`src/rtl/div_issue_ctrl_if.sv`:
```
// EX <-> divider handshake bundle for div_issue_ctrl.
// slave: the sequencer's side; master: the EX stage and divider side.
interface div_issue_ctrl_if;
    localparam int unsigned DATA_W = 32;

    logic                  div_req_i;
    logic                  signed_i;
    logic [DATA_W-1:0]     opdata1_i;
    logic [DATA_W-1:0]     opdata2_i;
    logic                  flush_i;
    logic [2*DATA_W-1:0]   div_result_i;
    logic                  div_ready_i;

    logic                  div_start_o;
    logic                  div_annul_o;
    logic                  div_signed_o;
    logic [DATA_W-1:0]     div_opdata1_o;
    logic [DATA_W-1:0]     div_opdata2_o;
    logic                  stallreq_o;
    logic                  whilo_o;
    logic [DATA_W-1:0]     hi_o;
    logic [DATA_W-1:0]     lo_o;

    modport slave (
        input  div_req_i, signed_i, opdata1_i, opdata2_i, flush_i,
               div_result_i, div_ready_i,
        output div_start_o, div_annul_o, div_signed_o, div_opdata1_o,
               div_opdata2_o, stallreq_o, whilo_o, hi_o, lo_o
    );

    modport master (
        output div_req_i, signed_i, opdata1_i, opdata2_i, flush_i,
               div_result_i, div_ready_i,
        input  div_start_o, div_annul_o, div_signed_o, div_opdata1_o,
               div_opdata2_o, stallreq_o, whilo_o, hi_o, lo_o
    );
endinterface

```
`src/rtl/div_issue_ctrl.sv`:
```
// EX-stage sequencer in front of the multi-cycle divider: issue, stall, HI/LO write, flush drain.
// Optional macro DIV_FASTPATH_EN: divide-by-one and zero-dividend requests skip the divider.
module div_issue_ctrl #(
    parameter int unsigned DRAIN_CYCLES = 2
) (
    input  logic              clk,
    input  logic              rst,
    div_issue_ctrl_if.slave   bus
);
    localparam int unsigned DATA_W = 32;
    localparam int unsigned CNT_W  = $clog2(DRAIN_CYCLES);

    typedef enum logic [1:0] {
        IDLE  = 2'd0,
        RUN   = 2'd1,
        DONE  = 2'd2,
        DRAIN = 2'd3
    } state_t;

    state_t              state_q, state_d;
    logic [CNT_W-1:0]    drain_q, drain_d;
    logic                start_q, start_d;
    logic                signed_q, signed_d;
    logic [DATA_W-1:0]   op1_q, op1_d;
    logic [DATA_W-1:0]   op2_q, op2_d;
    logic                whilo_q, whilo_d;
    logic [DATA_W-1:0]   hi_q, hi_d;
    logic [DATA_W-1:0]   lo_q, lo_d;
    logic                stall_c;
    logic                annul_c;
    logic                accept_c;

    assign accept_c = bus.div_req_i && !bus.flush_i;

`ifdef DIV_FASTPATH_EN
    logic fast_hit_c;
    assign fast_hit_c = (bus.opdata2_i == DATA_W'(1)) ||
                        ((bus.opdata1_i == '0) && (bus.opdata2_i != '0));
`endif

    // State register and registered outputs
    always_ff @(posedge clk) begin
        if (!rst) begin
            state_q  <= IDLE;
            drain_q  <= '0;
            start_q  <= 1'b0;
            signed_q <= 1'b0;
            op1_q    <= '0;
            op2_q    <= '0;
            whilo_q  <= 1'b0;
            hi_q     <= '0;
            lo_q     <= '0;
        end else begin
            state_q  <= state_d;
            drain_q  <= drain_d;
            start_q  <= start_d;
            signed_q <= signed_d;
            op1_q    <= op1_d;
            op2_q    <= op2_d;
            whilo_q  <= whilo_d;
            hi_q     <= hi_d;
            lo_q     <= lo_d;
        end
    end

    // Next state; start/whilo are computed for the state being entered
    always_comb begin
        state_d  = state_q;
        drain_d  = drain_q;
        start_d  = 1'b0;
        signed_d = signed_q;
        op1_d    = op1_q;
        op2_d    = op2_q;
        whilo_d  = 1'b0;
        hi_d     = hi_q;
        lo_d     = lo_q;
        stall_c  = 1'b0;
        annul_c  = 1'b0;

        case (state_q)
            IDLE: begin
                if (accept_c) begin
                    stall_c  = 1'b1;
                    signed_d = bus.signed_i;
                    op1_d    = bus.opdata1_i;
                    op2_d    = bus.opdata2_i;
`ifdef DIV_FASTPATH_EN
                    if (fast_hit_c) begin
                        lo_d    = bus.opdata1_i;
                        hi_d    = '0;
                        whilo_d = 1'b1;
                        state_d = DONE;
                    end else begin
                        start_d = 1'b1;
                        state_d = RUN;
                    end
`else
                    start_d = 1'b1;
                    state_d = RUN;
`endif
                end
            end
            RUN: begin
                stall_c = 1'b1;
                // Flush beats a same-cycle ready: no capture, no write
                if (bus.flush_i) begin
                    annul_c = 1'b1;
                    drain_d = CNT_W'(DRAIN_CYCLES - 1);
                    state_d = DRAIN;
                end else if (bus.div_ready_i) begin
                    hi_d    = bus.div_result_i[2*DATA_W-1:DATA_W];
                    lo_d    = bus.div_result_i[DATA_W-1:0];
                    whilo_d = 1'b1;
                    state_d = DONE;
                end else begin
                    start_d = 1'b1;
                end
            end
            DONE: begin
                state_d = IDLE;
            end
            DRAIN: begin
                stall_c = bus.div_req_i;
                if (drain_q == '0) begin
                    state_d = IDLE;
                end else begin
                    drain_d = CNT_W'(drain_q - 1'b1);
                end
            end
            default: begin
                state_d = IDLE;
            end
        endcase
    end

    assign bus.div_start_o   = start_q;
    assign bus.div_annul_o   = annul_c;
    assign bus.div_signed_o  = signed_q;
    assign bus.div_opdata1_o = op1_q;
    assign bus.div_opdata2_o = op2_q;
    assign bus.stallreq_o    = stall_c;
    assign bus.whilo_o       = whilo_q;
    assign bus.hi_o          = hi_q;
    assign bus.lo_o          = lo_q;
endmodule

```
`src/flat_wrapper.sv`:
```
// flat-port wrapper written by rule: the top's interface ports become plain ports
module div_issue_ctrl_flat 
#(
    parameter int unsigned DRAIN_CYCLES = 2
)
  (clk, rst, bus_div_req_i, bus_signed_i, bus_opdata1_i, bus_opdata2_i, bus_flush_i, bus_div_result_i, bus_div_ready_i, bus_div_start_o, bus_div_annul_o, bus_div_signed_o, bus_div_opdata1_o, bus_div_opdata2_o, bus_stallreq_o, bus_whilo_o, bus_hi_o, bus_lo_o);
  div_issue_ctrl_if bus_i ();
  input  logic clk;
  input  logic rst;
  input wire logic [$bits(bus_i.div_req_i)-1:0] bus_div_req_i;
  input wire logic [$bits(bus_i.signed_i)-1:0] bus_signed_i;
  input wire logic [$bits(bus_i.opdata1_i)-1:0] bus_opdata1_i;
  input wire logic [$bits(bus_i.opdata2_i)-1:0] bus_opdata2_i;
  input wire logic [$bits(bus_i.flush_i)-1:0] bus_flush_i;
  input wire logic [$bits(bus_i.div_result_i)-1:0] bus_div_result_i;
  input wire logic [$bits(bus_i.div_ready_i)-1:0] bus_div_ready_i;
  output wire logic [$bits(bus_i.div_start_o)-1:0] bus_div_start_o;
  output wire logic [$bits(bus_i.div_annul_o)-1:0] bus_div_annul_o;
  output wire logic [$bits(bus_i.div_signed_o)-1:0] bus_div_signed_o;
  output wire logic [$bits(bus_i.div_opdata1_o)-1:0] bus_div_opdata1_o;
  output wire logic [$bits(bus_i.div_opdata2_o)-1:0] bus_div_opdata2_o;
  output wire logic [$bits(bus_i.stallreq_o)-1:0] bus_stallreq_o;
  output wire logic [$bits(bus_i.whilo_o)-1:0] bus_whilo_o;
  output wire logic [$bits(bus_i.hi_o)-1:0] bus_hi_o;
  output wire logic [$bits(bus_i.lo_o)-1:0] bus_lo_o;
  assign bus_i.div_req_i = bus_div_req_i;
  assign bus_i.signed_i = bus_signed_i;
  assign bus_i.opdata1_i = bus_opdata1_i;
  assign bus_i.opdata2_i = bus_opdata2_i;
  assign bus_i.flush_i = bus_flush_i;
  assign bus_i.div_result_i = bus_div_result_i;
  assign bus_i.div_ready_i = bus_div_ready_i;
  assign bus_div_start_o = bus_i.div_start_o;
  assign bus_div_annul_o = bus_i.div_annul_o;
  assign bus_div_signed_o = bus_i.div_signed_o;
  assign bus_div_opdata1_o = bus_i.div_opdata1_o;
  assign bus_div_opdata2_o = bus_i.div_opdata2_o;
  assign bus_stallreq_o = bus_i.stallreq_o;
  assign bus_whilo_o = bus_i.whilo_o;
  assign bus_hi_o = bus_i.hi_o;
  assign bus_lo_o = bus_i.lo_o;
  div_issue_ctrl #(.DRAIN_CYCLES(DRAIN_CYCLES)) u_core (.clk(clk), .rst(rst), .bus(bus_i));
endmodule
```
`config.mk`:
```
export PLATFORM = sky130hd
export DESIGN_NAME = div_issue_ctrl_flat
export DESIGN_NICKNAME = d
export VERILOG_FILES = /design/src/rtl/div_issue_ctrl_if.sv /design/src/rtl/div_issue_ctrl.sv /design/src/flat_wrapper.sv
export SDC_FILE = /design/constraint.sdc
export NUM_CORES = 1
export LEC_CHECK = 0
export ABC_AREA = 1
export CORE_AREA = 8 8 99 101
export CTS_CLUSTER_DIAMETER = 150
export DETAILED_ROUTE_END_ITERATION = 6
export DIE_AREA = 0 0 107 109
export DONT_BUFFER_PORTS = 1
export GPL_TIMING_DRIVEN = 0
export PLACE_DENSITY_LB_ADDON = 0.1
export SYNTH_ARGS = -nofsm -noshare
export SYNTH_HDL_FRONTEND = slang
export SYNTH_SLANG_ARGS = --single-unit
```
`constraint.sdc`:
```
create_clock -name clk -period 2 [get_ports clk]
set_clock_uncertainty 0.15 [all_clocks]
set_input_delay 0.2 -clock clk [delete_from_list [all_inputs] [get_ports clk]]
set_output_delay 0.2 -clock clk [all_outputs]
set_load 0.05 [all_outputs]
```
==> flow_summary.rst, run 1 <==
.. list-table::
   :header-rows: 1

   * - Metric
     - Value
   * - Synthesis Warnings
     - 0
   * - Syn Nets
     - 738
   * - CTS Hold Buffers Added
     - 150
   * - Mapped Avg Cell Area
     - 8.04 um^2
   * - Sequential element share of the synthesized area
     - 55.2%
   * - Run status
     - stopped before the end
   * - Post-Synthesis Cells
     - 604
   * - Post-cts resize count
     - 6
   * - Initial standard-cell utilization of the core
     - between 50 and 60%
   * - Stage at which the flow ended
     - clock tree synthesis (4_1_cts)
   * - HPWL after detailed placement
     - roughly 11 mm
   * - Number of storage elements in the synthesis netlist
     - 134
   * - Std cell rows
     - 34
   * - Unique cell type count in the Yosys netlist
     - 22
   * - Setup Buffers After CTS
     - 4
   * - Horizontal die dimension
     - 107 um
   * - Overall die height
     - about 110 um
   * - Area of the mapped netlist
     - 4860 um^2
   * - Root Buffer Master
     - sky130_fd_sc_hd__clkbuf_8
   * - Maximum level of the CTS H-tree
     - 4
   * - GPL Wtd Cong
     - 0.812
   * - Cts bufs inserted
     - 17
   * - Number of clock sinks seen by CTS
     - 134
   * - Longest Clk Path Bufs
     - 2
   * - Error message
     - [ERROR RSZ-0060] Max buffer count reached.
   * - I/O pins
     - 267
   * - Count of input and output buffers
     - 0
## cells by family after synthesis
family                 share of synthesized area [%]
AO/OA/AOI/OAI                                   13.9
buffers and inverters                           7.14
flip-flops                                      55.2
AND/OR/NAND/NOR                                 23.7
## Yosys cell counts
| library cell | instances | area, um^2 |
|---|---|---|
| sky130_fd_sc_hd__a21oi_1 | 68 | 340 |
| sky130_fd_sc_hd__buf_1 | 1 | 3.75 |
| sky130_fd_sc_hd__buf_2 | 7 | 35.0 |
| sky130_fd_sc_hd__buf_4 | 20 | 150 |
| sky130_fd_sc_hd__buf_6 | 7 | 78.8 |
| sky130_fd_sc_hd__clkbuf_1 | 12 | 45.0 |
| sky130_fd_sc_hd__clkbuf_2 | 1 | 5.00 |
| sky130_fd_sc_hd__clkinv_1 | 1 | 3.75 |
| sky130_fd_sc_hd__dfxtp_1 | 134 | 2680 |
| sky130_fd_sc_hd__inv_1 | 4 | 15.0 |
| sky130_fd_sc_hd__inv_2 | 1 | 3.75 |
| sky130_fd_sc_hd__inv_4 | 1 | 6.26 |
| sky130_fd_sc_hd__nand2_1 | 75 | 282 |
| sky130_fd_sc_hd__nand2_2 | 2 | 12.5 |
| sky130_fd_sc_hd__nand3_1 | 66 | 330 |
| sky130_fd_sc_hd__nor2_1 | 136 | 510 |
| sky130_fd_sc_hd__nor2_2 | 1 | 6.26 |
| sky130_fd_sc_hd__nor2_4 | 1 | 11.3 |
| sky130_fd_sc_hd__o211ai_1 | 1 | 7.51 |
| sky130_fd_sc_hd__o21ai_0 | 14 | 70.1 |
| sky130_fd_sc_hd__o21ai_1 | 50 | 250 |
| sky130_fd_sc_hd__o21bai_1 | 1 | 7.51 |
## metrics by stage
step | cell area [um^2] | hold WS [ps] | std cells | util, % | setup WS (ps)
after detailed placement | 4990 | 205 | 712 | 59.6 | 109
after global placement | 4990 | 199 | 712 | 59.6 | 149
after floorplan | 4860 | 192 | 604 | - | 305
==> inputs of run 2 (changes only) <==
CORE_AREA = default   (was 8 8 99 101)
CORE_MARGIN = 8   (was default)
CORE_UTILIZATION = 40   (was default)
CTS_CLUSTER_DIAMETER = default   (was 150)
DIE_AREA = default   (was 0 0 107 109)
PLACE_DENSITY_LB_ADDON = 0.15   (was 0.1)
==> run 2 against run 1 <==
Against the previous run: the flow now finishes, with violations (negative setup slack); synthesized area unchanged; synthesized cell count unchanged.
==> flow_summary.rst, run 2 <==
.. list-table::
   :header-rows: 1

   * - Metric
     - Value
   * - Run status
     - finished with violations
   * - Violations in the final reports
     - negative setup slack
   * - Post-route worst setup slack
     - -73.0 ps
   * - Slew Limit Headroom
     - between 20 and 30%
   * - Library cell contributing the largest single delay on the critical path
     - sky130_fd_sc_hd__o211ai_1
   * - Met3 layer wire length in the routed design
     - 1.90 mm
   * - Post-Synthesis Cells
     - between 600 and 700
   * - Seq pwr share
     - 48.6%
   * - Cell area after placement
     - 5040 um^2
   * - HPWL after detailed placement
     - about 11 mm
   * - Main synth FF type
     - sky130_fd_sc_hd__dfxtp_1
   * - Top layer in use
     - met4
   * - Std cell rows
     - 40
   * - Overall die height
     - 126 um
   * - Met1 layer wirelength in the final routing
     - between 6 and 7 mm
   * - Endpoint type of the worst setup path
     - output port
   * - Number of flops mapped to enable cells by yosys
     - 0
   * - Switching share of total power
     - 29.1%
   * - Largest net degree at the start of global routing
     - 17
   * - Initial DRT Pass Iterations
     - 5
   * - CTS clock-pin slew for the worst setup and hold paths
     - 50 ps
   * - Net Switching
     - 0.00201 W
   * - Number of storage elements in the synthesis netlist
     - 134
   * - Total number of vias
     - 4706
   * - Cts bufs inserted
     - 17
   * - GPL Wtd Cong
     - 0.789
   * - Root Buffer Master
     - sky130_fd_sc_hd__clkbuf_16
   * - Worst setup path start
     - u_core.state_q[0]$_SDFFE_PN0P_
   * - Critical path type
     - register to output port
   * - Worst Min Path Start
     - bus_flush_i
   * - Arrival time at the worst endpoint
     - around 1700 ps
   * - Clk pwr share
     - between 40% and 50%
   * - Pwr per Cell Area
     - 984 nW/um^2
   * - Clock tree from TritonCTS
     - done
   * - Total global routing track utilization
     - 20.6%
   * - Longest Clk Path Bufs
     - 2
   * - Met2 wire length
     - approximately 8.1 mm
   * - Max Cap Viol
     - 0
   * - Cell with the most instances after synthesis
     - sky130_fd_sc_hd__nor2_1
   * - CP required
     - 1650 ps
   * - Wire length per cell after detailed routing
     - 18.0 um
   * - Most common library cells after synthesis
     - 136 x sky130_fd_sc_hd__nor2_1, 134 x sky130_fd_sc_hd__dfxtp_1, 75 x sky130_fd_sc_hd__nand2_1
   * - Insertion delay to the later sink of the worst-skew pair
     - 410 ps
   * - Utilization of the core after routing
     - 58.9%
   * - Hold violation count in the final report
     - 0
   * - Hold Worst Slack
     - 13.9 ps
   * - Number of global-route vias before repair
     - 4936
   * - Post-synth ARST share
     - 0%
   * - Sequential element share of the synthesized area
     - 55.2%
   * - I/O pins
     - 267
   * - Ratio of cells with drive above 1 in the final layout
     - under 10%
   * - Unrepaired setup endpoints after global routing
     - yes
   * - NumNets Final
     - 899
   * - Number of nets still failing antenna checks after routing
     - 0
   * - Count of input and output buffers
     - 0
   * - Min-delay worst type
     - input pin to register
   * - Post-route insts no fill
     - 921
   * - Syn Nets
     - around 740
   * - DRC violation count after routing
     - 0
   * - Post-synthesis cell type with the largest combined area
     - sky130_fd_sc_hd__dfxtp_1
   * - Detailed Route WL
     - 16.6 mm
   * - Post-route fraction of the period consumed by the critical path
     - 104%
   * - Delay of the slowest cell on the worst path
     - 880 ps
   * - Slew of the pin with the lowest slew margin
     - 1110 ps
   * - Antenna violations before repair
     - 0
   * - Crit path launch type
     - register
   * - CORE AREA
     - around 12000 um^2
   * - Total congestion overflow
     - 0
   * - Initial standard-cell utilization of the core
     - 40.8%
   * - First-pass GRT wire length
     - 26.1 mm
   * - Max Freq
     - 0.482 GHz
   * - Mapped Avg Cell Area
     - 8.04 um^2
   * - Maximum level of the CTS H-tree
     - 4
   * - Number of clock sinks seen by CTS
     - 134
   * - Startpoint of the most critical register-to-register path
     - u_core.state_q[1]$_SDFFE_PN0P_
   * - Internal power
     - roughly 0.0049 W
   * - Leakage power
     - 2.65 nW
   * - Period minus WS final
     - 2070 ps
   * - Ant diodes
     - 0
   * - Number of max-slew violations in the final report
     - 0
   * - Max FO, Critical Path
     - 3
   * - Synthesis Warnings
     - 0
   * - Horizontal die dimension
     - 126 um
   * - Most common library cell in the layout ignoring fill and taps
     - sky130_fd_sc_hd__dlygate4sd3_1
   * - Final non-filler cell area
     - 7010 um^2
   * - Die outline area
     - 15900 um^2
   * - Fraction of synthesized cell area taken by the top area cell type
     - 55.2%
   * - Placed Cells
     - 751
   * - Number of filler instances in the final layout
     - 1012
   * - Total negative slack for setup checks
     - -73.0 ps
   * - Peak VDD IR
     - 627 uV
   * - Gate power share
     - between 10% and 20%
   * - Leading cell types in the layout, fill and taps excluded
     - 138 x sky130_fd_sc_hd__dlygate4sd3_1, 134 x sky130_fd_sc_hd__nor2_1, 132 x sky130_fd_sc_hd__dfxtp_1, 74 x sky130_fd_sc_hd__nand2_1, 68 x sky130_fd_sc_hd__a21oi_1
   * - Area growth syn-to-layout
     - 44.4%
   * - Area of the mapped netlist
     - 4860 um^2
   * - Detail-routed via count per cell
     - 5.11
   * - Ordered cell list for the critical path
     - nand2_4, o211ai_1
   * - Initial DRC count
     - 257
   * - Unique cell type count in the Yosys netlist
     - 22
   * - Number of endpoints failing setup at the final stage
     - 1
   * - Synth top area cells
     - sky130_fd_sc_hd__dfxtp_1 55%, sky130_fd_sc_hd__nor2_1 11%, sky130_fd_sc_hd__a21oi_1 7.0%
-- run 2: power by group through the flow --
stage          logic [W]  clock network (W)  registers [W]
2_1_floorplan   0.000418                  0        0.00337
3_3_place_gp    0.000502                  0        0.00341
3_5_place_dp    0.000517                  0        0.00341
4_1_cts         0.000755            0.00283        0.00336
5_1_grt         0.000859            0.00294        0.00337
6_report        0.000776            0.00277        0.00336
-- run 2: worst max-delay path, delay by kind of cell, from the launching register on --
family	cells	cell delay (ps)
AOI/OAI and AO/OA	1	880
DFF	1	380
and+or+nand+nor	1	50
-- run 2: repair_timing --
action,CTS,global route
buffers inserted,3,2
pin swaps,2,3
endpoints found under the hold margin,133,1
gates resized for setup,7,7
setup endpoints to repair,2,4
hold buffers,138,1
-- run 2: cells by family after synthesis --
family	Yosys count	synth area share, %
AOI/OAI and AO/OA	134	13.9
buffers and inverters	55	7.14
DFF	134	55.2
and+or+nand+nor	281	23.7
-- run 2: layer usage --
metal,track usage (%),up-vias
li1,-,2305
met1,20.8,2145
met2,34.4,216
met3,10.7,40
met4,10.3,0
met5,0,-
-- run 2: final cells by class --
| class | instances | area, um^2 | area share [%] |
|---|---|---|---|
| Buffer | 47 | 313 | 4.46 |
| Clock buffer | 24 | 502 | 7.15 |
| Clock inverter | 4 | 22.5 | 0.321 |
| Inverter | 7 | 28.8 | 0.410 |
| Multi-Input combinational cell | 415 | 1860 | 26.5 |
| Sequential cell | 134 | 2690 | 38.4 |
| Tap cell | 147 | 184 | 2.62 |
| Timing Repair Buffer | 143 | 1420 | 20.2 |
-- run 2: per-stage QoR --
stage / power [W] / setup slack (ps)
3_3_place_gp: 0.00391 / 166
2_1_floorplan: 0.00378 / 305
5_1_grt: 0.00717 / -116
3_5_place_dp: 0.00393 / 149
4_1_cts: 0.00694 / -95.3
6_report: 0.00690 / -73.0
-- run 2: path summary, 6_finish.rpt --
kind                                            to  slack [ps]  cells past startpoint
hold reg to reg        u_core.drain_q$_SDFFE_PN0P_         330                      2
setup / recovery                    bus_stallreq_o         -70                      2
hold / removal    u_core.bus.hi_o[29]$_SDFFE_PN0P_          10                      5
setup reg to reg  u_core.bus.hi_o[29]$_SDFFE_PN0P_          90                      7
No activity file was read; power rests on OpenSTA's default activity.
